===== src/rtl/sram_scan_burst_ctrl.sv =====
`default_nettype none
// ============================================================================
// Module   : sram_scan_burst_ctrl
// Purpose  : Framed single-bit scan engine that bursts words into / out of a
//            synchronous SRAM port (start bit, header, contiguous payload).
// Revision : 1.0 - initial release
// ============================================================================
module sram_scan_burst_ctrl #(
  parameter int DATA_W = 32,
  parameter int ADDR_W = 11,
  parameter int CNT_W  = 16
) (
  input  logic              clk_1,
  input  logic              rst_n_sync,
  input  logic              scan_in,
  output logic              scan_out,
  output logic              busy,
  output logic              done,
  output logic              mem_en,
  output logic              mem_we,
  output logic [ADDR_W-1:0] mem_addr,
  output logic [DATA_W-1:0] mem_din,
  input  logic [DATA_W-1:0] mem_dout
);

  localparam int c_HDR_W = 1 + CNT_W + ADDR_W;
  localparam int c_MAX_W = (c_HDR_W > DATA_W) ? c_HDR_W : DATA_W;
  localparam int c_BIT_W = $clog2(c_MAX_W);

  localparam logic [c_BIT_W-1:0] c_HDR_LAST = c_BIT_W'(c_HDR_W - 1);
  localparam logic [c_BIT_W-1:0] c_DAT_LAST = c_BIT_W'(DATA_W - 1);
  localparam logic [c_BIT_W-1:0] c_BIT_ONE  = c_BIT_W'(1);

  localparam logic [2:0] c_ST_IDLE    = 3'd0;
  localparam logic [2:0] c_ST_HDR     = 3'd1;
  localparam logic [2:0] c_ST_WR_DATA = 3'd2;
  localparam logic [2:0] c_ST_RD_DATA = 3'd3;
  localparam logic [2:0] c_ST_DONE    = 3'd4;

  logic [2:0]         r_state;
  logic [2:0]         w_state_nxt;
  logic [c_BIT_W-1:0] r_bit_cnt,  w_bit_cnt_nxt;
  logic [c_HDR_W-2:0] r_hdr_sh,   w_hdr_sh_nxt;
  logic [DATA_W-1:0]  r_dat_sh,   w_dat_sh_nxt;
  logic [CNT_W-1:0]   r_word,     w_word_nxt;
  logic [CNT_W-1:0]   r_count,    w_count_nxt;
  logic [ADDR_W-1:0]  r_base,     w_base_nxt;
  logic               r_last,     w_last_nxt;

  logic               w_scan_out_nxt;
  logic               w_busy_nxt;
  logic               w_done_nxt;
  logic               w_mem_en_nxt;
  logic               w_mem_we_nxt;
  logic [ADDR_W-1:0]  w_mem_addr_nxt;
  logic [DATA_W-1:0]  w_mem_din_nxt;

  logic [c_HDR_W-1:0] w_hdr;
  logic [DATA_W-1:0]  w_wr_word;
  logic [ADDR_W-1:0]  w_word_addr;
  logic               w_hdr_last;
  logic               w_dat_last;

  assign w_hdr       = {scan_in, r_hdr_sh};
  assign w_wr_word   = {scan_in, r_dat_sh[DATA_W-1:1]};
  assign w_word_addr = r_base + ADDR_W'(r_word);
  assign w_hdr_last  = (r_bit_cnt == c_HDR_LAST);
  assign w_dat_last  = (r_bit_cnt == c_DAT_LAST);

  always_ff @(posedge clk_1 or negedge rst_n_sync) begin
    if (!rst_n_sync) begin
      r_state <= c_ST_IDLE;
    end else begin
      r_state <= w_state_nxt;
    end
  end

  always_comb begin
    w_state_nxt = r_state;
    case (r_state)
      c_ST_IDLE:    if (scan_in) w_state_nxt = c_ST_HDR;
      c_ST_HDR:     if (w_hdr_last) w_state_nxt = w_hdr[0] ? c_ST_WR_DATA : c_ST_RD_DATA;
      c_ST_WR_DATA: if (w_dat_last && (r_word == r_count)) w_state_nxt = c_ST_DONE;
      c_ST_RD_DATA: if (w_dat_last && r_last) w_state_nxt = c_ST_DONE;
      c_ST_DONE:    w_state_nxt = c_ST_IDLE;
      default:      w_state_nxt = c_ST_IDLE;
    endcase
  end

  always_comb begin
    w_scan_out_nxt = 1'b0;
    w_busy_nxt     = busy;
    w_done_nxt     = 1'b0;
    w_mem_en_nxt   = 1'b0;
    w_mem_we_nxt   = mem_we;
    w_mem_addr_nxt = mem_addr;
    w_mem_din_nxt  = mem_din;
    w_bit_cnt_nxt  = r_bit_cnt;
    w_hdr_sh_nxt   = r_hdr_sh;
    w_dat_sh_nxt   = r_dat_sh;
    w_word_nxt     = r_word;
    w_count_nxt    = r_count;
    w_base_nxt     = r_base;
    w_last_nxt     = r_last;
    case (r_state)
      c_ST_IDLE: begin
        if (scan_in) begin
          w_busy_nxt    = 1'b1;
          w_bit_cnt_nxt = '0;
        end
      end
      c_ST_HDR: begin
        w_hdr_sh_nxt  = w_hdr[c_HDR_W-1:1];
        w_bit_cnt_nxt = r_bit_cnt + c_BIT_ONE;
        if (w_hdr_last) begin
          w_count_nxt  = w_hdr[CNT_W:1];
          w_base_nxt   = w_hdr[c_HDR_W-1:CNT_W+1];
          w_word_nxt   = '0;
          w_last_nxt   = 1'b0;
          w_dat_sh_nxt = '0;
          // Reads start one slot "before" bit 0 so the word-0 fetch reuses the
          // normal end-of-word prefetch path; the cleared shifter keeps scan_out low.
          w_bit_cnt_nxt = w_hdr[0] ? '0 : c_DAT_LAST;
        end
      end
      c_ST_WR_DATA: begin
        w_dat_sh_nxt  = w_wr_word;
        w_bit_cnt_nxt = w_dat_last ? '0 : (r_bit_cnt + c_BIT_ONE);
        if (w_dat_last) begin
          w_mem_en_nxt   = 1'b1;
          w_mem_we_nxt   = 1'b1;
          w_mem_addr_nxt = w_word_addr;
          w_mem_din_nxt  = w_wr_word;
          w_word_nxt     = r_word + 1'b1;
        end
      end
      c_ST_RD_DATA: begin
        if (r_bit_cnt == '0) begin
          w_scan_out_nxt = mem_dout[0];
          w_dat_sh_nxt   = mem_dout >> 1;
        end else begin
          w_scan_out_nxt = r_dat_sh[0];
          w_dat_sh_nxt   = r_dat_sh >> 1;
        end
        w_bit_cnt_nxt = w_dat_last ? '0 : (r_bit_cnt + c_BIT_ONE);
        // Prefetch the next word while its predecessor's last bit goes out.
        if (w_dat_last && !r_last) begin
          w_mem_en_nxt   = 1'b1;
          w_mem_we_nxt   = 1'b0;
          w_mem_addr_nxt = w_word_addr;
          w_word_nxt     = r_word + 1'b1;
          w_last_nxt     = (r_word == r_count);
        end
      end
      c_ST_DONE: begin
        w_done_nxt = 1'b1;
        w_busy_nxt = 1'b0;
      end
      default: begin
        w_busy_nxt = 1'b0;
      end
    endcase
  end

  always_ff @(posedge clk_1 or negedge rst_n_sync) begin
    if (!rst_n_sync) begin
      scan_out  <= 1'b0;
      busy      <= 1'b0;
      done      <= 1'b0;
      mem_en    <= 1'b0;
      mem_we    <= 1'b0;
      mem_addr  <= '0;
      mem_din   <= '0;
      r_bit_cnt <= '0;
      r_hdr_sh  <= '0;
      r_dat_sh  <= '0;
      r_word    <= '0;
      r_count   <= '0;
      r_base    <= '0;
      r_last    <= 1'b0;
    end else begin
      scan_out  <= w_scan_out_nxt;
      busy      <= w_busy_nxt;
      done      <= w_done_nxt;
      mem_en    <= w_mem_en_nxt;
      mem_we    <= w_mem_we_nxt;
      mem_addr  <= w_mem_addr_nxt;
      mem_din   <= w_mem_din_nxt;
      r_bit_cnt <= w_bit_cnt_nxt;
      r_hdr_sh  <= w_hdr_sh_nxt;
      r_dat_sh  <= w_dat_sh_nxt;
      r_word    <= w_word_nxt;
      r_count   <= w_count_nxt;
      r_base    <= w_base_nxt;
      r_last    <= w_last_nxt;
    end
  end

endmodule
`default_nettype wire


===== config.mk =====
export PLATFORM = sky130hd
export DESIGN_NAME = sram_scan_burst_ctrl
export DESIGN_NICKNAME = d
export VERILOG_FILES = /design/src/rtl/sram_scan_burst_ctrl.sv
export SDC_FILE = /design/constraint.sdc
export NUM_CORES = 1
export LEC_CHECK = 0
export ABC_AREA = 0
export BUFFER_PORTS_ARGS = -buffer_cell sky130_fd_sc_hd__buf_2
export CORE_MARGIN = 10
export CORE_UTILIZATION = 30
export DETAILED_ROUTE_END_ITERATION = 10
export SETUP_SLACK_MARGIN = 0.1
export SLEW_MARGIN = 30
export SYNTH_ARGS = -nofsm -noshare
export SYNTH_HDL_FRONTEND = slang
export SYNTH_SLANG_ARGS = --single-unit

===== constraint.sdc =====
create_clock -name clk_1 -period 2.13 [get_ports clk_1]
set_input_delay 0.426 -clock clk_1 [delete_from_list [all_inputs] [get_ports clk_1]]
set_output_delay 0.426 -clock clk_1 [all_outputs]
set_load 0.02 [all_outputs]

==> impl_metrics.csv, run 1 <==
group,metric,value,unit
routing,dr.first_iter.drc_count,441,
synthesis,synth_area_leader_cell,"dfrtp_1",
layout,syn_to_final_growth,29.65,%
floorplan,start_util,30.39,%
clock_network,clkSinkCount,159,
clock_network,clk_latency,0.42,ns
synthesis,synth_compound_area_share,10.31,%
clock_network,clockBufferDepth,2,
synthesis,synth_edf_count,0,
place,portBuffers,82,
timing,max_slew_margin,67.79,%
timing,setup_ws,0.1212,ns
job,cap_violations,0,
synthesis,synth.distinct_cells,51,
layout,diodes,0,
layout,final-seq-area,3980,um2
place,routabilityCongestion,0.7651,
grt,grt_max_degree,52,
layout,layout-drive-gt1-share,33.68,%
synthesis,ys.flop_type,"dfrtp_1",
timing,clock-skew-final,0.007872,ns
synthesis,ys_seq_area_share,56.11,%
synthesis,async_flop_share,100.0,%
synthesis,synth_warnings,0,
synthesis,avgSynthCellArea,11.18,um2
timing,fin_crit,2.009,ns
synthesis,synth_simple_gate_area_share,12.26,%
layout,layout_commonest_cell,"dfrtp_1",
timing,worst_slew_pin_slew,0.4814,ns
place,post-place-ws,-0.01905,ns
power_and_ir_drop,ir_drop,0.0006472,V
timing,grt_setup_unrepaired,"yes",
floorplan,dieArea,30180,um2
grt,grt.total_usage,10.86,%
synthesis,synth_top_area_share,56.11,%
place,dpl.hpwl,11550,um
setup_path,reg2reg_to,"r_dat_sh[1]",
synthesis,synth_xor_area_share,4.323,%
clock_network,cts_tree,"yes",
synthesis,synthMuxAreaShare,10.78,%
timing,max_freq,0.4978,GHz
layout,mostFrequentLayoutCells,"dfrtp_1 (158), nand2_1 (115), buf_2 (81), mux2_2 (59), buf_4 (40)",
routing,drt-wirelength-per-cell,15.46,um
grt,antenna_found_initial,0,
routing,vias,5169,
setup_path,regToRegSetupSlack,0.12,ns
setup_path,path_max_fanout,24,
synthesis,syn_inst,634,
setup_path,reg2reg_depth,8,
floorplan,fp.coreArea,23330,um2
status,status,"finished clean",
clock_network,cts-root-buf,"clkbuf_16",
layout,nNetsFinal,809,
clock_network,cts-htree-levels,4,
grt,busiest_layer,"met2",
min_path,holdPathEnd,"r_dat_sh[16]",
layout,num-fill-cells,2267,
timing,fin_crit_sh,94.31,%
floorplan,num_rows,56,
synthesis,synth.area.top_cells,"dfrtp_1 (56%), mux2_2 (9.4%), nand2_1 (6.1%), a222oi_1 (3.4%), xor2_1 (3.0%)",
grt,met2_usage,17.91,%
grt,grt_overflow,0,
power_and_ir_drop,powerDensity,1113,nW/um2
min_path,min_path_type,"in -> reg",
setup_path,cp.arrival,2.31,ns
synthesis,synth_top_family_by_area,"simple AND/OR/NAND/NOR gates",
synthesis,synth_adder_area_share,2.753,%
timing,slew_violations,0,
power_and_ir_drop,static-leakage-power,4.778,nW
routing,viasPerCell,4.738,
setup_path,worst_setup_path_end_kind,"flip-flop",
routing,ant_nets,0,
floorplan,die_h,173.7,um
synthesis,syn-num-nets,684,
grt,grt_pass1_wl,27390,um
routing,drt_wl_total,16860,um
setup_path,cp.required,2.43,ns
routing,drc,0,
clock_network,numCtsBuffers,17,
setup_path,path_class,"reg -> reg",
timing,setup_viol,0,
synthesis,synth-seq-cells,159,
grt,grt_pass1_vias,5159,
setup_path,critPathLaunchType,"flip-flop",
grt,grt_use_met3,2.135,%
floorplan,io_pins,83,
clock_network,clk_pin_slew,0.07,ns
grt,grt_util_met1,14.01,%
synthesis,synth_area,7091,um2
timing,tns,0,ns
setup_path,r2r_start,"r_bit_cnt[0]",
min_path,min_from,"mem_dout[17]",
min_path,hold_depth,3,
routing,firstDrtPassIters,6,
layout,multi_input_area,3085,um2
timing,finalHoldViolations,0,
floorplan,die_w,173.7,um
[cell families (layout without fill, tap and decap cells)]
logic type / Yosys count / in the layout
AND/OR/NAND/NOR: 193 / 193
flip-flops: 159 / 159
AO/OA/AOI/OAI: 99 / 99
multiplexers: 69 / 69
buffers and inverters: 64 / 202
XOR/XNOR: 35 / 35
adder cells (fa/ha/maj): 15 / 15
[report_power, final]
group | switching, mW | internal, mW
Clock | 1.32 | 1.76
Sequential | 0.611 | 3.81
Combinational | 1.36 | 1.37
[cells in the mapped netlist (2+ instances only)]
library cell,instances
dfrtp_1,159
nand2_1,116
mux2_2,59
inv_1,33
nor2_1,31
o21ai_0,27
clkbuf_1,26
a222oi_1,24
xor2_1,24
a21oi_1,16
ha_1,14
xnor2_1,11
mux2i_1,10
nand3_1,9
a21o_1,6
and3_1,6
nand4_1,5
a2111oi_1,4
buf_2,4
nand2b_1,4
nor4_1,4
o2111ai_1,4
a211oi_1,3
a2111oi_2,2
a22o_1,2
a31oi_1,2
and2_1,2
nor2b_1,2
nor3_1,2
o22ai_1,2
[what timing repair did]
action | CTS | global route
pin swaps | 3 | 15
cloned | 0 | 4
setup buffers | 2 | 5
gates resized for setup | 11 | 22
hold endpoints to repair | 40 | 0
setup endpoints to repair | 13 | 75
hold buffers | 1 | 0
[layout make-up]
| type | count | area share [%] |
|---|---|---|
| multi-input combinational | 411 | 33.56 |
| clock inverter | 15 | 1.892 |
| tap | 319 | 4.342 |
| inverter | 33 | 1.347 |
| sequential | 159 | 43.30 |
| clock buffer | 17 | 4.628 |
| timing repair buffer | 137 | 10.93 |
[layer usage]
layer  vias up  wire [um]
met4         0        191
met5         -          0
met3        11        484
li1       2475          -
met1      2615       7797
met2        68       8391
[registers in the layout (all words and copies together) (netlist names), 5 cells and up]
signal	cells
mem_din	32
r_dat_sh	32
r_hdr_sh	27
r_count	16
r_word	16
mem_addr	11
r_base	11
r_bit_cnt	5
[stage by stage]
stage	utilization [%]	hold slack, ns	area [um2]	power (mW)	cells
4_1_cts	38.30	0.2009	8936	10.25	1082
2_1_floorplan	-	0.1304	7129	6.161	634
6_report	39.40	0.2278	9193	10.23	1091
5_1_grt	39.40	0.1968	9193	10.89	1091
3_3_place_gp	35.36	0.3824	8249	7.029	1047
3_5_place_dp	35.36	0.3835	8249	7.097	1047
[worst max-delay path: stages (launching register included)]
cell      delay (ns)
dfrtp_1         0.38
buf_4           0.14
inv_1           0.09
ha_1            0.15
nor4b_2         0.32
a21oi_1         0.18
buf_12          0.19
a222oi_1        0.36
inv_1           0.07
[worst max-delay path by stage]
stage,startpoint,to,slack (ns),depth (start not counted)
2_1_floorplan,r_word[4],mem_addr[10],0.10,6
3_3_place_gp,r_bit_cnt[0],r_word[15],0.04,7
3_5_place_dp,r_bit_cnt[0],r_word[15],-0.02,7
4_1_cts,r_bit_cnt[0],r_dat_sh[16],0.09,8
5_1_grt,r_bit_cnt[1],r_word[15],-0.02,8
6_report,r_bit_cnt[0],r_dat_sh[1],0.12,8
Note: power is estimated with default switching activity, not from simulation.
==> run 2, diff against run 1 <==
--- a/config.mk
+++ b/config.mk
@@ -10,6 +10,7 @@
 export CORE_MARGIN = 10
 export CORE_UTILIZATION = 30
 export DETAILED_ROUTE_END_ITERATION = 10
+export RECOVER_POWER = 50
 export SETUP_SLACK_MARGIN = 0.1
 export SLEW_MARGIN = 30
 export SYNTH_ARGS = -nofsm -noshare
==> impl_metrics.csv, run 2 (synthesized netlist as in run 1, its figures left out) <==
group,metric,value,unit
routing,dr.first_iter.drc_count,472,
routing,ant_nets,0,
setup_path,critPathMaxStageDelay,0.40,ns
timing,max_slew_margin,21.07,%
power_and_ir_drop,total_power,10.23,mW
timing,worst_slew_pin_slew,1.184,ns
routing,drt_wl_total,16860,um
setup_path,cp.arrival,2.32,ns
grt,grt_pass1_vias,5159,
setup_path,path_max_fanout,6,
place,routabilityCongestion,0.7651,
setup_path,critPathLaunchType,"flip-flop",
routing,drc,0,
timing,slew_violations,0,
clock_network,cts_tree,"yes",
routing,viasPerCell,4.764,
setup_path,worst_setup_path_end_kind,"flip-flop",
setup_path,critPathTopFamily,"compound AO/OA/AOI/OAI gates",
timing,grt_setup_unrepaired,"yes",
layout,final_cell_area,9186,um2
status,status,"finished clean",
clock_network,clk_pin_slew,0.07,ns
timing,setup_viol,0,
routing,firstDrtPassIters,5,
layout,reg.largest.list,"mem_din (32), r_dat_sh (32), r_hdr_sh (27)",
timing,clock-skew-final,0.007779,ns
clock_network,cts-root-buf,"clkbuf_16",
grt,grt_max_degree,52,
floorplan,io_pins,83,
layout,layout_commonest_cell,"dfrtp_1",
layout,layout-drive-gt1-share,33.68,%
timing,max_freq,0.4981,GHz
layout,nNetsFinal,809,
place,dpl.hpwl,11550,um
clock_network,numCtsBuffers,17,
floorplan,fp.coreArea,23330,um2
setup_path,worstPathCellList,"ha_2 -> and3_4 -> ha_4 -> nand3b_4 -> a21o_4 -> a2111oi_4 -> buf_4 -> xnor2_2 -> nor2_1",
floorplan,die_h,173.7,um
timing,fin_crit_sh,94.25,%
clock_network,clkSinkCount,159,
grt,grt_pass1_wl,27390,um
grt,grt_overflow,0,
grt,grt.total_usage,10.86,%
clock_network,clockBufferDepth,2,
layout,mostFrequentLayoutCells,"dfrtp_1 (158), nand2_1 (115), buf_2 (81), mux2_2 (59), buf_4 (40)",
place,postPlaceCellArea,8249,um2
job,cap_violations,0,
floorplan,die_w,173.7,um
power_and_ir_drop,powerDensity,1114,nW/um2
setup_path,slowest_stage,"a2111oi_4",
setup_path,cp.required,2.44,ns
power_and_ir_drop,static-leakage-power,4.776,nW
routing,vias,5198,
timing,finalHoldViolations,0,
min_path,min_path_type,"in -> reg",
setup_path,path_buf_inv,1,
grt,antenna_found_initial,0,
layout,diodes,0,
timing,tns,0,ns
setup_path,path_class,"reg -> reg",
layout,syn_to_final_growth,29.56,%
power_and_ir_drop,ir_drop,0.0006498,V
place,portBuffers,82,
clock_network,cts-htree-levels,4,
layout,postLayoutCoreUtil,39.37,%
routing,drt-wirelength-per-cell,15.46,um
floorplan,num_rows,56,
clock_network,clk_latency,0.43,ns
floorplan,start_util,30.39,%
timing,fin_crit,2.008,ns
floorplan,dieArea,30180,um2
-- run 2: what timing repair did --
| action | CTS | global route |
|---|---|---|
| gates resized for setup | 11 | 22 |
| endpoints found under the hold margin | 40 | 0 |
| endpoints found under the setup margin | 13 | 75 |
| pin swaps | 3 | 15 |
| hold buffers | 1 | 0 |
| gates cloned | 0 | 4 |
| setup buffers | 2 | 5 |
-- run 2: cell type report --
| class | instances | area (um2) |
|---|---|---|
| multi-input combinational | 411 | 3085 |
| inverter | 33 | 123.9 |
| fill | 2269 | 14150 |
| timing repair buffer | 137 | 998.5 |
| sequential | 159 | 3980 |
| clock inverter | 15 | 173.9 |
| clock buffer | 17 | 425.4 |
| tap | 319 | 399.1 |
-- run 2: routing by layer --
layer | routed length (um) | part of all wire, % | global-route usage (%)
met1 | 7718 | 46 | 14.01
met2 | 8392 | 50 | 17.91
met3 | 555 | 3.3 | 2.135
met4 | 195 | 1.2 | 3.420
met5 | 0 | 0 | 0
-- run 2: report_power, final --
part	switching (mW)	internal (mW)
sequential	0.612	3.81
clock	1.32	1.76
combinational	1.36	1.37
total	3.29	6.94
-- run 2: path summary, 6_finish.rpt --
path / start / to / slack (ns) / depth (start not counted)
max: r_bit_cnt[1] / r_word[13] / 0.12 / 9
min: mem_dout[17] / r_dat_sh[16] / 0.22 / 3
max reg2reg: r_bit_cnt[1] / r_word[13] / 0.12 / 9
min reg2reg: mem_addr[8] / mem_addr[8] / 0.47 / 2
max in group asynchronous: rst_n_sync / r_dat_sh[3] / 0.42 / 3
min in group asynchronous: rst_n_sync / mem_din[19] / 0.80 / 2
-- run 2: through the flow --
| step | hold WS, ns | setup slack (ns) | cells |
|---|---|---|---|
| after CTS | 0.2009 | 0.09025 | 1082 |
| final | 0.2237 | 0.1224 | 1091 |
| after floorplan | 0.1304 | 0.1010 | 634 |
| after global routing | 0.1968 | -0.01529 | 1091 |
| after global placement | 0.3824 | 0.04299 | 1047 |
| after detailed placement | 0.3835 | -0.01905 | 1047 |
-- run 2: tightest hold or removal path, cell delays in order --
cell      delay [ns]
buf_2           0.08
a222oi_1        0.05
inv_1           0.06
